===== src/rtl/booth_mult_seq.sv =====
// Sequential radix-2 Booth multiplier: signed WIDTH x WIDTH -> 2*WIDTH product, one partial step per clock.
// Optional macro BOOTH_ZERO_SKIP_EN: a zero operand bypasses RUN and completes in a single cycle.
module booth_mult_seq #(
  parameter int WIDTH = 8
) (
  input  logic               clk,
  input  logic               rst_n,
  input  logic               start,
  input  logic [WIDTH-1:0]   multiplicand,
  input  logic [WIDTH-1:0]   multiplier,
  output logic               busy,
  output logic               done,
  output logic [2*WIDTH-1:0] product,
  output logic [1:0]         dbg_state
);

  localparam int CW = $clog2(WIDTH + 1);

  typedef enum logic [1:0] {
    IDLE = 2'd0,
    RUN  = 2'd1,
    DONE = 2'd2
  } state_t;

  state_t state, next_state;

  logic [WIDTH:0]   a;
  logic [WIDTH:0]   m;
  logic [WIDTH-1:0] q;
  logic             q_1;
  logic [CW-1:0]    count;

  logic [WIDTH:0]   sum;
  logic [WIDTH:0]   a_next;
  logic [WIDTH-1:0] q_next;
  logic             q1_next;
  logic             zero_skip;
  logic             last_step;

`ifdef BOOTH_ZERO_SKIP_EN
  assign zero_skip = (multiplicand == '0) || (multiplier == '0);
`else
  assign zero_skip = 1'b0;
`endif

  assign last_step = (count == CW'(1));

  // One Booth step: add/subtract M by the bit pair, then arithmetic shift of {A,Q,q_1}.
  always_comb begin
    sum = a;
    case ({q[0], q_1})
      2'b01:   sum = a + m;
      2'b10:   sum = a - m;
      default: sum = a;
    endcase
    a_next  = {sum[WIDTH], sum[WIDTH:1]};
    q_next  = {sum[0], q[WIDTH-1:1]};
    q1_next = q[0];
  end

  always_ff @(posedge clk or negedge rst_n) begin
    if (!rst_n) begin
      state <= IDLE;
    end else begin
      state <= next_state;
    end
  end

  always_comb begin
    next_state = state;
    case (state)
      IDLE: begin
        if (start) begin
          next_state = zero_skip ? DONE : RUN;
        end
      end
      RUN: begin
        if (last_step) begin
          next_state = DONE;
        end
      end
      DONE:    next_state = IDLE;
      default: next_state = IDLE;
    endcase
  end

  always_ff @(posedge clk or negedge rst_n) begin
    if (!rst_n) begin
      a       <= '0;
      m       <= '0;
      q       <= '0;
      q_1     <= 1'b0;
      count   <= '0;
      product <= '0;
    end else begin
      case (state)
        IDLE: begin
          if (start) begin
            m     <= {multiplicand[WIDTH-1], multiplicand};
            q     <= multiplier;
            a     <= '0;
            q_1   <= 1'b0;
            count <= CW'(WIDTH);
            if (zero_skip) begin
              product <= '0;
            end
          end
        end
        RUN: begin
          a     <= a_next;
          q     <= q_next;
          q_1   <= q1_next;
          count <= count - CW'(1);
          // The final step's result goes straight to product as DONE is entered.
          if (last_step) begin
            product <= {a_next[WIDTH-1:0], q_next};
          end
        end
        default: begin
        end
      endcase
    end
  end

  assign busy      = (state == RUN) || (state == DONE);
  assign done      = (state == DONE);
  assign dbg_state = state;

endmodule


===== config.mk =====
export PLATFORM = sky130hd
export DESIGN_NAME = booth_mult_seq
export DESIGN_NICKNAME = d
export VERILOG_FILES = /design/src/rtl/booth_mult_seq.sv
export SDC_FILE = /design/constraint.sdc
export NUM_CORES = 1
export LEC_CHECK = 0
export ABC_AREA = 0
export BUFFER_PORTS_ARGS = -buffer_cell sky130_fd_sc_hd__buf_4
export CAP_MARGIN = 10
export CORE_MARGIN = 2
export CORE_UTILIZATION = 57
export CTS_CLUSTER_SIZE = 25
export DETAILED_ROUTE_END_ITERATION = 10
export PLACE_DENSITY_LB_ADDON = 0.12
export SLEW_MARGIN = 25
export SYNTH_ARGS = -nofsm -noshare
export SYNTH_HDL_FRONTEND = slang
export SYNTH_SLANG_ARGS = --single-unit

===== constraint.sdc =====
create_clock -name clk -period 7.7 [get_ports clk]
set_input_delay 1.54 -clock clk [delete_from_list [all_inputs] [get_ports clk]]
set_output_delay 1.54 -clock clk [all_outputs]
set_load 0.02 [all_outputs]

After elaboration in Yosys (flattened, before gate mapping) --
Cells that the tools add are included.
Storage, ports and cells: bits in registers 48, bits of input ports 19, output and inout bits 20, logic and storage cells 36
Cells by class: add/subtract/negate cells 3, equal/unequal tests 7, multiplexer cells 12, reduce and logical (&&, ||, !) cells 7
Operator list (number):
- $pmux 9 s2 | 2
- $pmux 8 s2 | 1
- $add 9x9->9 | 1
- $mux 9 | 1
- $sub 9x9->9 | 1
- $mux 8 | 1
- $pmux 4 s2 | 1
- $reduce_and 2->1 | 4
- $eq 2x1->1 const B | 2
- $eq 2x2->1 const B | 2
- $eq 4x1->1 const B | 1
- $mux 2 | 2
- $mux 4 | 1
- $ne 2x2->1 const B | 2
- $pmux 2 s2 | 1
- $sub 4x1->4 const B | 1
- $logic_not 2->1 | 1
- $pmux 1 s2 | 1
- $reduce_bool 2->1 | 1
- $logic_or 1x1->1 | 1
- $mux 1 | 1

Depth between registers and ports, before layout --
Gate-level depths: netlist of run 1.
word-level depth 3, gate-level depth with buffers 12, gate-level depth less buffers 12

Worst setup path before layout of run 1 --
Ideal clock, no wire load.
kind input -> register, start in start, end reg a[7], library setup time 0.124 ns, arrival 2.464 ns, setup slack 5.112 ns, stages on the path 4, buffers on the path 0, path through or2b_2 -> and2_2 -> and3_1 -> a211o_1
On the way: longest elaborated chain between the ends 2
Ends and longest elaborated chain:
- start, declared | RTL line 8 | input logic start,
- $ne 2x2->1 (no source line)
- $reduce_and 2->1 (no source line)
- end signal, assigned | RTL line 110 | a <= a_next;
- end, declared | RTL line 27 | logic [WIDTH:0] a;
No other way between the ends. A chain may end at the register's enable or synchronous reset.

Worst setup path in the final report of run 1 --
start reg q_1, end reg a[7]
On the way: longest elaborated chain between the ends 3, elaborated cells on any way between the ends 4, those cells by class 2 x eq/ne; 2 x mux
Ends and longest elaborated chain:
- start, declared | RTL line 30 | logic q_1;
- start signal, assigned | RTL line 112 | q_1 <= q1_next;
- $eq 2x2->1 or $eq 2x1->1 (tied branches) | RTL line 51 | case ({q[0], q_1})
- $pmux 9 s2 * | RTL line 51
- $pmux 9 s2 * | RTL line 96 | case (state)
Every way passes the cells marked *; elsewhere a longest branch is shown, timed or not.

==> results of run 1 <==
==> registers in the layout, indices dropped and copies added (netlist names) <==
signal and cells:
q_1 1, dbg_state 2, q 8, count 4, a 8, m 8
product 16
==> stage by stage <==
step           cell area [um^2]  hold WS [ps]  setup slack [ps]  cells
6_report                   2973         483.1              4888    343
5_1_grt                    2973         512.3              4702    343
3_5_place_dp               2884         471.2              4934    335
3_3_place_gp               2884         463.2              4955    335
4_1_cts                    2973         490.3              4900    343
2_1_floorplan              2592         449.8              5112    253
==> area by class of cell <==
type / instances / area, um^2
Clock buffer: 6 / 72.57
Clock inverter: 2 / 16.27
Fill cell: 365 / 1381
Inverter: 11 / 41.29
Multi-Input combinational cell: 186 / 1309
Sequential cell: 47 / 1176
Tap cell: 52 / 65.06
Timing Repair Buffer: 39 / 292.8
==> routing by layer <==
metal	track usage [%]	wire (um)	share of wire, %	up-vias
li1	-	-	-	947
met1	27.50	2170	46	910
met2	35.29	2320	49	28
met3	4.501	168	3.6	7
met4	6.499	63	1.3	0
met5	0	0	0	-
==> worst max-delay path: cells and delay by family (launching register included) <==
| kind | cells | cell delay (ps) |
|---|---|---|
| adders and majority gates | 2 | 760 |
| AOI/OAI and AO/OA | 3 | 570 |
| buffers and inverters | 1 | 60 |
| DFF | 1 | 390 |
| and+or+nand+nor | 2 | 350 |
| muxes | 2 | 570 |
==> how the worst max path moves through the flow <==
stage                     cells past startpoint            start               end  slack [ps]
after floorplan                               4            start  a[7]$_DFFE_PN0P_        5110
after global placement                        5            start  a[7]$_DFFE_PN0P_        4950
after detailed placement                      5            start  a[7]$_DFFE_PN0P_        4930
after CTS                                    10  q_1$_DFFE_PN0P_  a[7]$_DFFE_PN0P_        4900
after global routing                         10  q_1$_DFFE_PN0P_  a[7]$_DFFE_PN0P_        4700
final                                        10  q_1$_DFFE_PN0P_  a[7]$_DFFE_PN0P_        4890
==> placed cells by master, fill, tap and decap left out, types with 3 or more instances in the layout <==
cell      Yosys  final
a31oi_1       3      3
inv_1        10     10
mux2i_1      11     11
xnor2_1       7      7
nor3_1        6      6
clkbuf_8      0      5
nor2_1       14     14
xor2_1        3      3
nor2b_1       7      7
nand2_1      31     31
mux2_2       18     18
ha_1         15     15
a211oi_1      3      3
o21ai_1       3      4
buf_4         0     39
dfrtp_1      47     47
a21oi_1       8      8
o21ai_0      30     29
==> cell families after synthesis <==
| logic type | after synthesis | synth area share, % |
|---|---|---|
| and+or+nand+nor | 70 | 12.84 |
| AOI/OAI and AO/OA | 60 | 13.66 |
| DFF | 47 | 45.37 |
| muxes | 30 | 12.60 |
| buffers and inverters | 20 | 4.150 |
| adders and majority gates | 16 | 8.012 |
| xor gates and xnor gates | 10 | 3.379 |
==> power by group <==
part	total, mW	internal, mW	switching [mW]
Combinational	0.872	0.396	0.476
Clock	0.150	0.0653	0.0848
Sequential	0.442	0.354	0.0877
==> run summary, run 1 <==
Total chip power = 1.465 mW
Final worst path period need = 2812 ps
Ratio of cells with drive above 1 in the final layout = 25.09%
Post-synth top flop = dfrtp_1
Syn Nets = 288
First DRT Iteration DRCs = 107
Initial cell density of the core = 59.54%
Post-layout util = 68.28%
Required time worst endpoint = 7890 ps
Ports = 39
Top-area cell type share of the netlist area = 45.37%
CP max-delay cell = fa_1
Diodes inserted = 0
Yosys reg bits = 47
Final antenna-violating net count = 0
Worst stage delay on the critical path = 420 ps
Least-Margin Pin Slew = 845.9 ps
GPL Wtd Cong = 0.8006
Hold Path End = product[13]$_DFFE_PN0P_
Setup Buffers After CTS = 0
P per Cell Area = 492.7 nW/um^2
Hold-fix buffers, CTS = 0
Crit path kind = register to register
Relative slew slack = 43.47%
Core footprint = 4354 um^2
Area delta synth->final = 14.67%
FP Rows = 24
Fin Clk Skew = 4.162 ps
Initial antenna violation count = 0
Mean cell area of the mapped netlist = 10.25 um^2
Register area share after synthesis = 45.37%
Largest fanout on the critical path = 8
Yosys top cell by area = dfrtp_1
DIE HEIGHT = 71.44 um
Synth Instances = 253
Max-cap viol count = 0
Final Hold Vio Count = 0
Max frequency = 355.6 MHz
First-pass GRT wire length = 8500 um
Cell leakage power = 1.414 nW
Final setup fails = 0
Arr. time, crit path = 3000 ps
Ranking of synthesized cells by area = dfrtp_1, mux2_2, ha_1
Max IR drop VDD = 255.7 uV
Total die area = 5104 um^2
FF-to-FF path depth = 10
Crit. End Element = register
Vias per cell = 5.516
Vias in the first global route = 1894
H-Tree Depth = 2
Number of vias in the routed layout = 1892
Synth cell types = 40
Routed wire length per instance = 13.77 um
DRC Markers = 0
Hold path cells = 2
GRT overflow = 0
Cts bufs inserted = 5
Ys async rst share = 100.0%
Largest net degree at the start of global routing = 48
Synth top cells by count = dfrtp_1, nand2_1, o21ai_0, mux2_2, ha_1
Die W = 71.44 um
DP HPWL = 3498 um
RSZ-0062 raised after global routing = false
Clock Root Buffer = clkbuf_8
Buffers added on ports = 38
Wirelength, routed = 4722 um
Clock sink count = 47
Cts repair resizes = 0
Final net count = 325
Tot GR Track Use = 21.03%
Status = finished clean
RR Endpoint = a[7]$_DFFE_PN0P_
Final critical-path share of the clock period = 36.52%
CTS tree = yes
Post-synth EDFFs = 0
Reg-to-Reg Start = q_1$_DFFE_PN0P_
Clk_lat worst skew = 300 ps
Critical Path Source Type = register
Reg-to-reg slack, setup = 4890 ps
HP Start = product[13]$_DFFE_PN0P_
Fin. max-slew vios = 0
Most common cell in the synthesized netlist = dfrtp_1
Crit-path cells = inv_1 -> ha_1 -> mux2_2 -> fa_1 -> nand2b_1 -> a21oi_2 -> o21ai_2 -> mux2i_2 -> and3_1 -> a211o_1
Drt first pass iters = 4
Clock buffer depth = 2
Setup TNS Final = 0 ps
Area of the mapped netlist = 2592 um^2
Synth Warn # = 0
Clock Pin Slew Worst Setup and Hold Paths = 90 ps
Hold Path Class = register to register
Power figures use the tool's default switching activity.
==> inputs of run 2 (changes only) <==
Clock period 7.7 ns to 2.85 ns, I/O delays scaled along.
==> run 2 against run 1 <==
Sequential share of layout area fell by 0.28 points. Final cell count rose by 0.87%. Critical endpoint unchanged. Wire length is 3.8% higher. Maximum frequency increased by 6.2%. Die area unchanged.
==> run summary, run 2 (same netlist as run 1, synthesis figures left out) <==
Status = finished clean
Relative slew slack = 44.46%
Max-cap viol count = 0
Max reg flops = 16
Area delta synth->final = 15.49%
Required time worst endpoint = 3050 ps
Drt first pass iters = 4
Arr. time, crit path = 2840 ps
DP HPWL = 3711 um
CTS tree = yes
Final antenna-violating net count = 0
Final Hold Vio Count = 0
Final critical-path share of the clock period = 92.87%
Final setup fails = 0
Ports = 39
GPL Wtd Cong = 0.8465
Diodes inserted = 0
Worst slack, placed = 202.4 ps
Critical Path Source Type = register
RSZ-0062 raised after global routing = false
Multi-input gate area = 1309 um^2
H-Tree Depth = 2
Final net count = 328
Dpl cells = 338
Clock Pin Slew Worst Setup and Hold Paths = 90 ps
Fillers = 349
Initial antenna violation count = 0
Setup TNS Final = 0 ps
Storage cell area = 1176 um^2
Die W = 71.44 um
Clock sink count = 47
Cts bufs inserted = 5
Largest net degree at the start of global routing = 48
Most frequent cells in the layout = dfrtp_1, buf_4, nand2_1, o21ai_0, mux2_2
Hold Slack = 260.4 ps
P per Cell Area = 1339 nW/um^2
Core footprint = 4354 um^2
DRC Markers = 0
Number of vias in the routed layout = 1894
Least-Margin Pin Slew = 831.0 ps
Total die area = 5104 um^2
Ratio of cells with drive above 1 in the final layout = 26.19%
Cell leakage power = 1.435 nW
Clock Root Buffer = clkbuf_8
Largest fanout on the critical path = 5
Vias in the first global route = 1972
Crit path kind = register to register
DIE HEIGHT = 71.44 um
First DRT Iteration DRCs = 86
First-pass GRT wire length = 8776 um
Finished Layout Cells = 346
Tot GR Track Use = 21.55%
Final worst path period need = 2647 ps
Buffers added on ports = 38
Final WS setup = 203.2 ps
FP Rows = 24
Hold-fix buffers, CTS = 0
Post-layout util = 68.76%
Top reg by flops = product
Routed wire length per instance = 14.16 um
Fin. max-slew vios = 0
Max frequency = 377.8 MHz
Crit. End Element = register
Most common cell after layout, fill and taps aside = dfrtp_1
Clock buffer depth = 2
Max IR drop VDD = 638.5 uV
Hold Path Class = input port to async pin
Wirelength, routed = 4900 um
GRT overflow = 0
Vias per cell = 5.474
Fin Clk Skew = 6.014 ps
Initial cell density of the core = 59.54%
Clk_lat worst skew = 300 ps
-- run 2: changes by cell type in the layout (fill, tap and decap cells not counted), sizes merged --
cell / before / now
clkinv: 1 / 3
buf: 39 / 42
clkinvlp: 1 / 0
clkbuf: 6 / 5
-- run 2: worst max-delay path, cell delays in order, from the launching register on --
cell      delay [ps]
dfrtp_1          410
inv_1             70
ha_1             280
mux2_2           290
fa_1             430
nand2b_1         180
a21oi_2          220
o21ai_2          100
mux2i_2          160
and3_1           170
a211o_1          260
-- run 2: layout make-up --
type | count | area share (%)
Timing Repair Buffer | 42 | 10.53
Tap cell | 52 | 2.173
Multi-Input combinational cell | 186 | 43.71
Inverter | 11 | 1.379
Clock buffer | 5 | 2.298
Sequential cell | 47 | 39.28
Clock inverter | 3 | 0.6268
-- run 2: metal layers --
layer / vias to the layer above / GRT usage, % / routed length, um
li1: 955 / - / -
met1: 906 / 26.46 / 2209
met2: 30 / 37.96 / 2486
met3: 3 / 5.063 / 174
met4: 0 / 6.080 / 29
met5: - / 0 / 0
-- run 2: power breakdown --
group / internal [mW] / switching [mW] / total (mW)
Clock: 0.173 / 0.231 / 0.404
Sequential: 0.958 / 0.236 / 1.19
Combinational: 1.10 / 1.31 / 2.41
-- run 2: worst paths after layout --
check,start,slack (ps),cells past startpoint,to
setup / recovery,m[0]$_DFFE_PN0P_,200,10,a[7]$_DFFE_PN0P_
hold / removal,rst_n,260,1,count[2]$_DFFE_PN0P_
setup reg to reg,m[0]$_DFFE_PN0P_,200,10,a[7]$_DFFE_PN0P_
hold reg to reg,product[15]$_DFFE_PN0P_,480,2,product[15]$_DFFE_PN0P_
max in group asynchronous,rst_n,2180,1,m[7]$_DFFE_PN0P_
min in group clk,product[15]$_DFFE_PN0P_,480,2,product[15]$_DFFE_PN0P_
-- run 2: what timing repair did --
action	in CTS	in global routing
endpoints found under the setup margin	0	1
gates resized for setup	0	1
buffers inserted	0	0
-- run 2: stage by stage --
step / cell area, um^2 / total power [mW]
detailed placement: 2907 / 3.626
finish: 2994 / 4.009
floorplan: 2592 / 3.037
CTS: 2994 / 4.040
global route: 2994 / 4.388
global placement: 2907 / 3.524
